<file path="config.mk">
export PLATFORM = sky130hd
export DESIGN_NAME = tcdm_bank_arbiter
export DESIGN_NICKNAME = d
export VERILOG_FILES = /design/src/rtl/tcdm_bank_arb_pkg.sv /design/src/rtl/tcdm_arb_resp_pipe.sv /design/src/rtl/tcdm_bank_arbiter.sv
export SDC_FILE = /design/constraint.sdc
export NUM_CORES = 1
export LEC_CHECK = 0
export CAP_MARGIN = 0
export CORE_AREA = 2 2 211 213
export DETAILED_ROUTE_END_ITERATION = 10
export DIE_AREA = 0 0 213 215
export PLACE_DENSITY = 0.42
export SYNTH_ARGS = -nofsm -noshare
export SYNTH_HDL_FRONTEND = slang
export SYNTH_HIERARCHICAL = 1
export SYNTH_SLANG_ARGS = --single-unit
</file>
<file path="constraint.sdc">
create_clock -name clk_i -period 14.5 [get_ports clk_i]
set_clock_uncertainty 0.1 [all_clocks]
set_input_delay 2.9 -clock clk_i [delete_from_list [all_inputs] [get_ports clk_i]]
set_output_delay 2.9 -clock clk_i [all_outputs]
set_load 0.02 [all_outputs]
</file>
<file path="src/rtl/tcdm_bank_arb_pkg.sv">
// Shared types and helpers for the TCDM bank arbiter: response pipeline entry and
// the wrapping priority search used by both round-robin and starvation selection.
package tcdm_bank_arb_pkg;

    localparam int unsigned MaxIn   = 256;
    localparam int unsigned MaxIdxW = 8;

    // Index field sized for the largest supported NumIn; instances compare the full field.
    typedef struct packed {
        logic               valid;
        logic [MaxIdxW-1:0] idx;
    } resp_entry_t;

    function automatic int unsigned idx_width(input int unsigned n);
        return (n > 1) ? $clog2(n) : 1;
    endfunction

    // First set bit of req at or after ptr, wrapping from n-1 to 0; returns ptr-space index.
    function automatic logic [MaxIdxW-1:0] find_first_from(
        input logic [MaxIn-1:0]   req,
        input logic [MaxIdxW-1:0] ptr,
        input int unsigned        n
    );
        logic [MaxIdxW-1:0] sel;
        logic [MaxIdxW:0]   pos;
        logic               found;
        sel   = '0;
        found = 1'b0;
        for (int k = 0; k < MaxIn; k++) begin
            if (k < int'(n)) begin
                pos = {1'b0, ptr} + (MaxIdxW+1)'(k);
                if (pos >= (MaxIdxW+1)'(n)) pos = pos - (MaxIdxW+1)'(n);
                if (!found && req[pos[MaxIdxW-1:0]]) begin
                    found = 1'b1;
                    sel   = pos[MaxIdxW-1:0];
                end
            end
        end
        return sel;
    endfunction

endpackage

</file>
<file path="src/rtl/tcdm_arb_resp_pipe.sv">
// RespLat-deep shift register of {valid, idx} entries; the tail decodes into a one-hot
// response-valid vector aligned with the bank's read data.
module tcdm_arb_resp_pipe
    import tcdm_bank_arb_pkg::*;
#(
    parameter int unsigned NumIn   = 8,
    parameter int unsigned RespLat = 1
) (
    input  logic             i_clk,
    input  logic             i_rst,
    input  resp_entry_t      i_push,
    output logic [NumIn-1:0] o_vld
);

    resp_entry_t r_pipe [RespLat];

    // NOTE: the entries are reset (unlike a data RAM) so that in-flight responses
    // are dropped and no stale valid can reach the tail after reset is released.
    always_ff @(posedge i_clk or posedge i_rst) begin
        if (i_rst) begin
            for (int k = 0; k < int'(RespLat); k++) r_pipe[k] <= '0;
        end else begin
            r_pipe[0] <= i_push;
            for (int k = 1; k < int'(RespLat); k++) r_pipe[k] <= r_pipe[k-1];
        end
    end

    always_comb begin
        o_vld = '0;
        for (int i = 0; i < int'(NumIn); i++) begin
            o_vld[i] = r_pipe[RespLat-1].valid && (r_pipe[RespLat-1].idx == MaxIdxW'(i));
        end
    end

endmodule

</file>
<file path="src/rtl/tcdm_bank_arbiter.sv">
// Round-robin arbiter sharing one TCDM bank between NumIn initiators, with a fixed-latency
// response return. Optional starvation escalation is compiled in by TCDM_BANK_ARB_STARVE_EN.
module tcdm_bank_arbiter
    import tcdm_bank_arb_pkg::*;
#(
    parameter int unsigned NumIn         = 8,
    parameter int unsigned ReqDataWidth  = 49,
    parameter int unsigned RespDataWidth = 32,
    parameter int unsigned RespLat       = 1,
    parameter int unsigned WriteRespOn   = 1,
    parameter int unsigned StarveLimit   = 15
) (
    input  logic                                clk_i,
    input  logic                                rst_i,
    input  logic [NumIn-1:0]                    req_i,
    input  logic [NumIn-1:0]                    wen_i,
    input  logic [NumIn-1:0][ReqDataWidth-1:0]  data_i,
    output logic [NumIn-1:0]                    gnt_o,
    output logic [NumIn-1:0]                    vld_o,
    output logic [RespDataWidth-1:0]            rdata_o,
    output logic                                req_o,
    input  logic                                gnt_i,
    output logic [ReqDataWidth-1:0]             data_o,
    input  logic [RespDataWidth-1:0]            rdata_i
);

    logic [MaxIdxW-1:0] r_rr_q;
    logic [MaxIn-1:0]   w_req_ext;
    logic [MaxIdxW-1:0] w_rr_win;
    logic [MaxIdxW-1:0] w_win;
    logic               w_win_wen;
    logic               w_hs;
    resp_entry_t        w_push;

    assign w_req_ext = MaxIn'(req_i);
    assign w_rr_win  = find_first_from(w_req_ext, r_rr_q, NumIn);
    assign req_o     = |req_i;
    assign w_hs      = req_o & gnt_i;
    assign rdata_o   = rdata_i;

`ifdef TCDM_BANK_ARB_STARVE_EN
    localparam int unsigned CntW = $clog2(StarveLimit + 1);

    logic [CntW-1:0]    r_wait_q [NumIn];
    logic [MaxIn-1:0]   w_starved;
    logic [MaxIdxW-1:0] w_st_win;

    always_comb begin
        w_starved = '0;
        for (int i = 0; i < int'(NumIn); i++) begin
            w_starved[i] = (r_wait_q[i] == CntW'(StarveLimit));
        end
    end

    // Lowest-index starved requester overrides the round-robin choice.
    assign w_st_win = find_first_from(w_starved, '0, NumIn);
    assign w_win    = (|w_starved) ? w_st_win : w_rr_win;

    always_ff @(posedge clk_i or posedge rst_i) begin
        if (rst_i) begin
            for (int i = 0; i < int'(NumIn); i++) r_wait_q[i] <= '0;
        end else begin
            for (int i = 0; i < int'(NumIn); i++) begin
                if (!req_i[i] || (w_hs && (w_win == MaxIdxW'(i))))
                    r_wait_q[i] <= '0;
                else if (r_wait_q[i] != CntW'(StarveLimit))
                    r_wait_q[i] <= r_wait_q[i] + 1'b1;
            end
        end
    end
`else
    assign w_win = w_rr_win;
`endif

    // NOTE: every output of this block gets a default first so no path infers a latch.
    always_comb begin
        gnt_o     = '0;
        data_o    = '0;
        w_win_wen = 1'b0;
        for (int i = 0; i < int'(NumIn); i++) begin
            if (w_win == MaxIdxW'(i)) begin
                gnt_o[i]  = req_i[i] & gnt_i;
                data_o    = data_i[i];
                w_win_wen = wen_i[i];
            end
        end
    end

    // NOTE: state registers use non-blocking assignments only.
    always_ff @(posedge clk_i or posedge rst_i) begin
        if (rst_i)
            r_rr_q <= '0;
        else if (w_hs)
            r_rr_q <= (w_win == MaxIdxW'(NumIn - 1)) ? '0 : w_win + 1'b1;
    end

    // An entry is pushed every cycle; a cycle without handshake pushes an invalid one.
    always_comb begin
        w_push       = '0;
        w_push.valid = w_hs & (~w_win_wen | (WriteRespOn != 0));
        w_push.idx   = w_win;
    end

    tcdm_arb_resp_pipe #(
        .NumIn   (NumIn),
        .RespLat (RespLat)
    ) u_resp_pipe (
        .i_clk  (clk_i),
        .i_rst  (rst_i),
        .i_push (w_push),
        .o_vld  (vld_o)
    );

endmodule

</file>
* Yosys cells after proc, flatten, opt, wreduce, memory -nomap -nowiden
Index checks and enable logic that the tools add are counted.
W data, S select, Z words.
** Storage, ports and cells
- Register bits :: 17
- Bits of input ports :: 443
- Output and inout bits :: 98
- Logic and storage cells :: 139
** Cells by class
- $add $sub $neg :: 16
- Order comparisons :: 16
- Equality and inequality tests :: 14
- Multiplexer cells :: 56
- Bitwise gates (word level) :: 9
- Reduce and logical (&&, ||, !) cells :: 25
** Operators by type and width (count)
- $mux W49 :: 8
- $mux W8 :: 17
- $lt A8 B9 Y1 const B :: 8
- $bmux W1 S8 :: 8
- $eq A8 B3 Y1 const B :: 8
- $sub A8 B4 Y8 const B :: 8
- $ge A9 B4 Y1 const B :: 7
- $add A8 B3 Y9 const B :: 4
- $eq A8 B2 Y1 const B :: 4
- $mux W1 :: 23
- $add A8 B2 Y9 const B :: 2
- $eq A8 B1 Y1 const B :: 2
- $logic_not A8 Y1 :: 2
- $logic_and A1 B1 Y1 :: 15
- $add A8 B1 Y9 const B :: 1
- $and A1 B1 Y1 :: 9
- $add A8 B1 Y8 const B :: 1
- $ge A8 B4 Y1 const B :: 1
- $reduce_or A8 Y1 :: 1
- $logic_not A1 Y1 :: 7

* Longest topological paths before layout
- Depth in word-level cells :: 35
- Depth in mapped cells :: 28
- Mapped depth without buffers :: 23

* Hierarchy
The synthesis kept the hierarchy.
** By module, submodules not included
- tcdm_bank_arbiter :: instances 1, cells an instance 986, area an instance 6218.5 um^2, sequential area each 200.2 um^2
- tcdm_arb_resp_pipe :: instances 1, cells an instance 25, area an instance 326.6 um^2, sequential area each 225.2 um^2

* Worst setup path after synthesis
No wires, ideal clock.
- Kind :: in2out
- From :: in req_i[0]
- To :: out data_o[17]
- Arrival time :: 6.806 ns
- Required time :: 11.500 ns
- Slack :: 4.694 ns
- Stages on the path :: 18
- Buffers on the path :: 3
- Cells stage by stage :: mux4_2 mux2_2 nand4_1 a211o_1 nor4b_1 a32oi_1 a211oi_1 ha_1 clkbuf_1 nor2b_1 clkbuf_1 buf_1 a22oi_1 nor2_1 a21oi_1 nor2_1 a21oi_1 mux2i_1
** On the way
- Word-level cells in the longest chain between the ends :: 33
- Elaborated cells on any way between the ends :: 61
- Those cells by class :: eq/ne: 7; mux: 39; reduce/logical: 15
** RTL lines
- start: declaration :: line tcdm_bank_arbiter.sv:15 : input logic [NumIn-1:0] req_i,
- $bmux W1 S8 :: line tcdm_bank_arb_pkg.sv:33 : if (!found && req[pos[MaxIdxW-1:0]]) begin
- $mux W1 (not written as such) :: line tcdm_bank_arb_pkg.sv:33
- $mux W1 :: line tcdm_bank_arb_pkg.sv:33
- $logic_not A1 Y1 :: line tcdm_bank_arb_pkg.sv:33
- $logic_and A1 B1 Y1 :: line tcdm_bank_arb_pkg.sv:33
- $mux W1 :: line tcdm_bank_arb_pkg.sv:33
- $logic_not A1 Y1 :: line tcdm_bank_arb_pkg.sv:33
- $logic_and A1 B1 Y1 :: line tcdm_bank_arb_pkg.sv:33
- [... 11 more ...]
- $logic_and A1 B1 Y1 :: line tcdm_bank_arb_pkg.sv:33
- $mux W1 :: line tcdm_bank_arb_pkg.sv:33
- $logic_not A1 Y1 :: line tcdm_bank_arb_pkg.sv:33
- $logic_and A1 B1 Y1 :: line tcdm_bank_arb_pkg.sv:33
- $mux W8 (*) :: line tcdm_bank_arb_pkg.sv:33
- $logic_not A8 Y1 :: line tcdm_bank_arbiter.sv:81 : if (w_win == MaxIdxW'(i)) begin
- $mux W49 (7 in a row) :: line tcdm_bank_arbiter.sv:81
- $mux W49 (*) :: line tcdm_bank_arbiter.sv:81
- end: declaration :: line tcdm_bank_arbiter.sv:23 : output logic [ReqDataWidth-1:0] data_o,
Every way passes the cells marked *; elsewhere a longest branch is shown, timed or not. The select of a mux whose other input is x is not followed.

* Worst setup path after layout
- From :: in req_i[1]
- To :: out data_o[48]
** On the way
- Word-level cells in the longest chain between the ends :: 33
- Elaborated cells on any way between the ends :: 61
- Those cells by class :: eq/ne: 7; mux: 39; reduce/logical: 15
** RTL lines
- $bmux W1 S8 :: line tcdm_bank_arb_pkg.sv:33
- $mux W1 (not written as such) :: line tcdm_bank_arb_pkg.sv:33
- $mux W1 :: line tcdm_bank_arb_pkg.sv:33
- $logic_not A1 Y1 :: line tcdm_bank_arb_pkg.sv:33
- $logic_and A1 B1 Y1 :: line tcdm_bank_arb_pkg.sv:33
- $mux W1 :: line tcdm_bank_arb_pkg.sv:33
- $logic_not A1 Y1 :: line tcdm_bank_arb_pkg.sv:33
- $logic_and A1 B1 Y1 :: line tcdm_bank_arb_pkg.sv:33
- [... 12 more ...]
- $mux W1 :: line tcdm_bank_arb_pkg.sv:33
- $logic_not A1 Y1 :: line tcdm_bank_arb_pkg.sv:33
- $logic_and A1 B1 Y1 :: line tcdm_bank_arb_pkg.sv:33
- $mux W8 (*) :: line tcdm_bank_arb_pkg.sv:33
- net w_rr_win[1] :: line tcdm_bank_arbiter.sv:29 : logic [MaxIdxW-1:0] w_rr_win;
- $logic_not A8 Y1 :: line tcdm_bank_arbiter.sv:81
- $mux W49 (7 in a row) :: line tcdm_bank_arbiter.sv:81
- $mux W49 (*) :: line tcdm_bank_arbiter.sv:81
The timed path passes the listed nets; every way through them passes the cells marked *. The select of a mux whose other input is x is not followed.

==> impl_metrics.tcl <==
set metrics [dict create \
    max_stage_delay_ps 800 \
    drive_above_1_share 0.03506 \
    yosys_register_bits 17 \
    clkSlewWorstSetupHoldPaths_ps 50 \
    tightest_slew_ps 927.4 \
    synthMuxAreaShare 0.1323 \
    yosys.area_share.xor_xnor 0.03842 \
    whs_endpoint "r_rr_q[1]" \
    synth-async-reset-ratio 1.000 \
    syn-instance-count 1011 \
    area_growth_pct 75.93 \
    clock_sinks 17 \
    rows 77 \
    hold_class "flip-flop to flip-flop" \
    hold_depth 3 \
    yosys-top-cells-area "a21oi_1 14%, mux2i_1 9.8%, nor2_1 8.5%" \
    cts.path.max_buffers 2 \
    nets 1840 \
    cts_root_buf "clkbuf_16" \
    first_global_vias 8850 \
    cp_num_buf_inv 4 \
    critPathRequiredTime_ps 11500 \
    ant_nets 0 \
    ctsResizeCount 0 \
    fill_cells 4796 \
    r2r_setup_slack_ps 7780 \
    synthFlopType "dfrtp_1" \
    post_drt_wl_per_cell_um 21.21 \
    status "completed" \
    slew_headroom 0.3780 \
    crit_family "buffers and inverters" \
    critPathKind "input port to primary output" \
    r2r-end "r_rr_q[3]" \
    yosys.area_share.simple 0.2392 \
    synth_edf_count 0 \
    reg2reg_depth 14 \
    finalHoldViolations 0 \
    avgSynthCellArea_um2 6.474 \
    die_w_um 213 \
    overflow 0 \
    startpoint_type "input port" \
    htreeDepth 1 \
    grt_max_degree 91 \
    port_buffers 468 \
    syn_area_um2 6545 \
    dp_hpwl_mm 33.33 \
    tritoncts "built" \
    rsz0062_at_grt "false" \
    via_count 9094 \
    io_pins 541 \
    seq_area_frac_synth 0.06500 \
    synth_compound_area_frac 0.3510 \
    cp_slowest_cell "a211oi_1" \
    path_cells "clkdlybuf4s50_1 > mux4_2 > mux2_2 > nand4_1 > a211o_1 > nor4b_1 > a32oi_1 > a211oi_1 > inv_1 > ha_4 > nand2_2 > buf_4 > o221ai_1 > mux2i_1 > clkdlybuf4s50_1" \
    fmax_mhz 79.52 \
    cts-hold-fix-buffers 0 \
    yosys.area.top_type "a21oi_1" \
    setup_viol 0 \
    holdCritStartpoint "r_rr_q[1]" \
    r2r_start "r_rr_q[3]" \
    die_y_um 215 \
    fin_crit_ps 12570 \
    dr.first_iter.drc_count 554 \
    wl_mm 41.65 \
    cp_common_cell "clkdlybuf4s50_1" \
    drv_slew 0 \
    yosysWarnings 6 \
    grtUsageTotal 0.1728 \
    post_cts_buffers 0 \
    insertion_delay_ps 240 \
    cp.arrival_ps 9570 \
    post-route-period-util 0.8672 \
    numCtsBuffers 3 \
    start_util 0.1500 \
    worstPathMaxFanout 63 \
    core_area_um2 43640 \
    synth_top_family_by_area "compound AO/OA/AOI/OAI gates" \
    vias_per_cell 4.633 \
    yosysTopAreaCellShare 0.1407 \
    antenna_found_initial 8 \
    firstDrtPassIters 5 \
    place.gp.congestion 0.9024 \
    setup_tns_ps 0 \
    grt_pass1_wl_mm 59.03 \
    dieArea_um2 45800 \
    drv_cap 0 \
    end_kind "primary output" \
    yosysUniqueCellTypes 74 \
    synth_adder_area_share 0.05162 \
    drcViolationCount 0 \
]
cell usage in the layout (no fill, tap or decap), types with 11 or more instances in the layout:
cell,count
nand2_1,101
mux2i_1,64
inv_1,16
a221o_1,16
o221ai_1,51
clkdlybuf4s50_1,468
ha_1,23
dfrtp_1,17
o21ai_0,46
a22oi_1,15
xnor2_1,17
a21oi_1,184
buf_4,12
nor2_1,149
nor3_1,17
nand4_1,11
synthesized netlist by cell type (3+ instances only):
master	count
a21oi_1	184
nor2_1	149
nand2_1	102
clkbuf_1	67
mux2i_1	64
o221ai_1	51
o21ai_0	46
buf_4	33
ha_1	27
dfrtp_1	17
nor3_1	17
xnor2_1	17
a221o_1	16
inv_1	16
a22oi_1	15
buf_1	14
nand4_1	11
buf_2	10
nand2b_1	10
xor2_1	9
mux4_2	8
or3_1	8
nor2b_1	7
a31oi_1	6
nand3_1	6
nand3b_1	6
and2_1	5
and3_1	5
nand4b_1	5
nor4_1	5
a211oi_1	4
buf_12	4
mux2_2	4
o2111ai_1	4
a21boi_0	3
a2bb2oi_1	3
clkinv_1	3
o22ai_1	3
o31ai_1	3
through the flow:
| stage | instances | instance area [um2] | worst slack, ps | utilization | hold slack [ps] |
|---|---|---|---|---|---|
| after floorplan | 1015 | 6560 | 4694 | - | 721.9 |
| after global placement | 1957 | 11430 | 1918 | 0.2619 | 691.2 |
| after detailed placement | 1957 | 11430 | 1897 | 0.2619 | 697.9 |
| after CTS | 1961 | 11510 | 1905 | 0.2637 | 705.0 |
| after global routing | 1961 | 11510 | 1606 | 0.2637 | 740.8 |
| final | 1963 | 11510 | 1925 | 0.2638 | 698.0 |
cell families after synthesis:
group,Yosys count
compound gates,363
simple gates,348
buf+inv,152
mux,76
fa+ha+maj,27
xor+xnor,27
flops,17
other cells,1
routing by layer:
metal,global-route usage,up-vias,part of all wire,routed length [um]
met5,0,-,0.00098,41
met3,0.03916,30,0.079,3300
li1,-,4415,-,-
met4,0.01469,6,0.0089,369
met1,0.2251,4272,0.43,17810
met2,0.2993,371,0.48,20120
worst max-delay path by stage:
stage              from          to  slack (ps)  cells after the start
2_1_floorplan  req_i[0]  data_o[17]        4690                     18
3_3_place_gp   req_i[5]  data_o[48]        1920                     15
3_5_place_dp   req_i[5]  data_o[48]        1900                     15
4_1_cts        req_i[5]  data_o[48]        1910                     15
5_1_grt        req_i[5]  data_o[33]        1610                     15
6_report       req_i[1]  data_o[48]        1930                     15
worst register-to-register path, stage by stage, from the launching register on:
cell      delay (ps)
dfrtp_1          900
ha_1             860
nand3_1          490
or3_1            470
nand4_1          100
a211o_1          270
nor4b_1          610
a32oi_1          200
a211oi_1         800
inv_1            290
ha_4             410
inv_2            120
buf_4            580
nand2b_1         110
o41ai_1          280
cell type report:
class | instances | area [um2] | share of cell area
Sequential cell | 17 | 425.4 | 0.03694
Inverter | 21 | 78.83 | 0.006846
Tap cell | 592 | 740.7 | 0.06433
Timing Repair Buffer | 481 | 4795 | 0.4164
Multi-Input combinational cell | 846 | 5391 | 0.4682
Clock buffer | 4 | 78.83 | 0.006846
Antenna cell | 2 | 5.005 | 0.0004346
registers in the layout, summed over array words and instances (netlist names):
| name | cells |
|---|---|
| u_resp_pipe/r_pipe | 9 |
| r_rr_q | 8 |
Power is not shown: default switching activity piles up to over one toggle a cycle in this logic, so the estimate is an artifact.
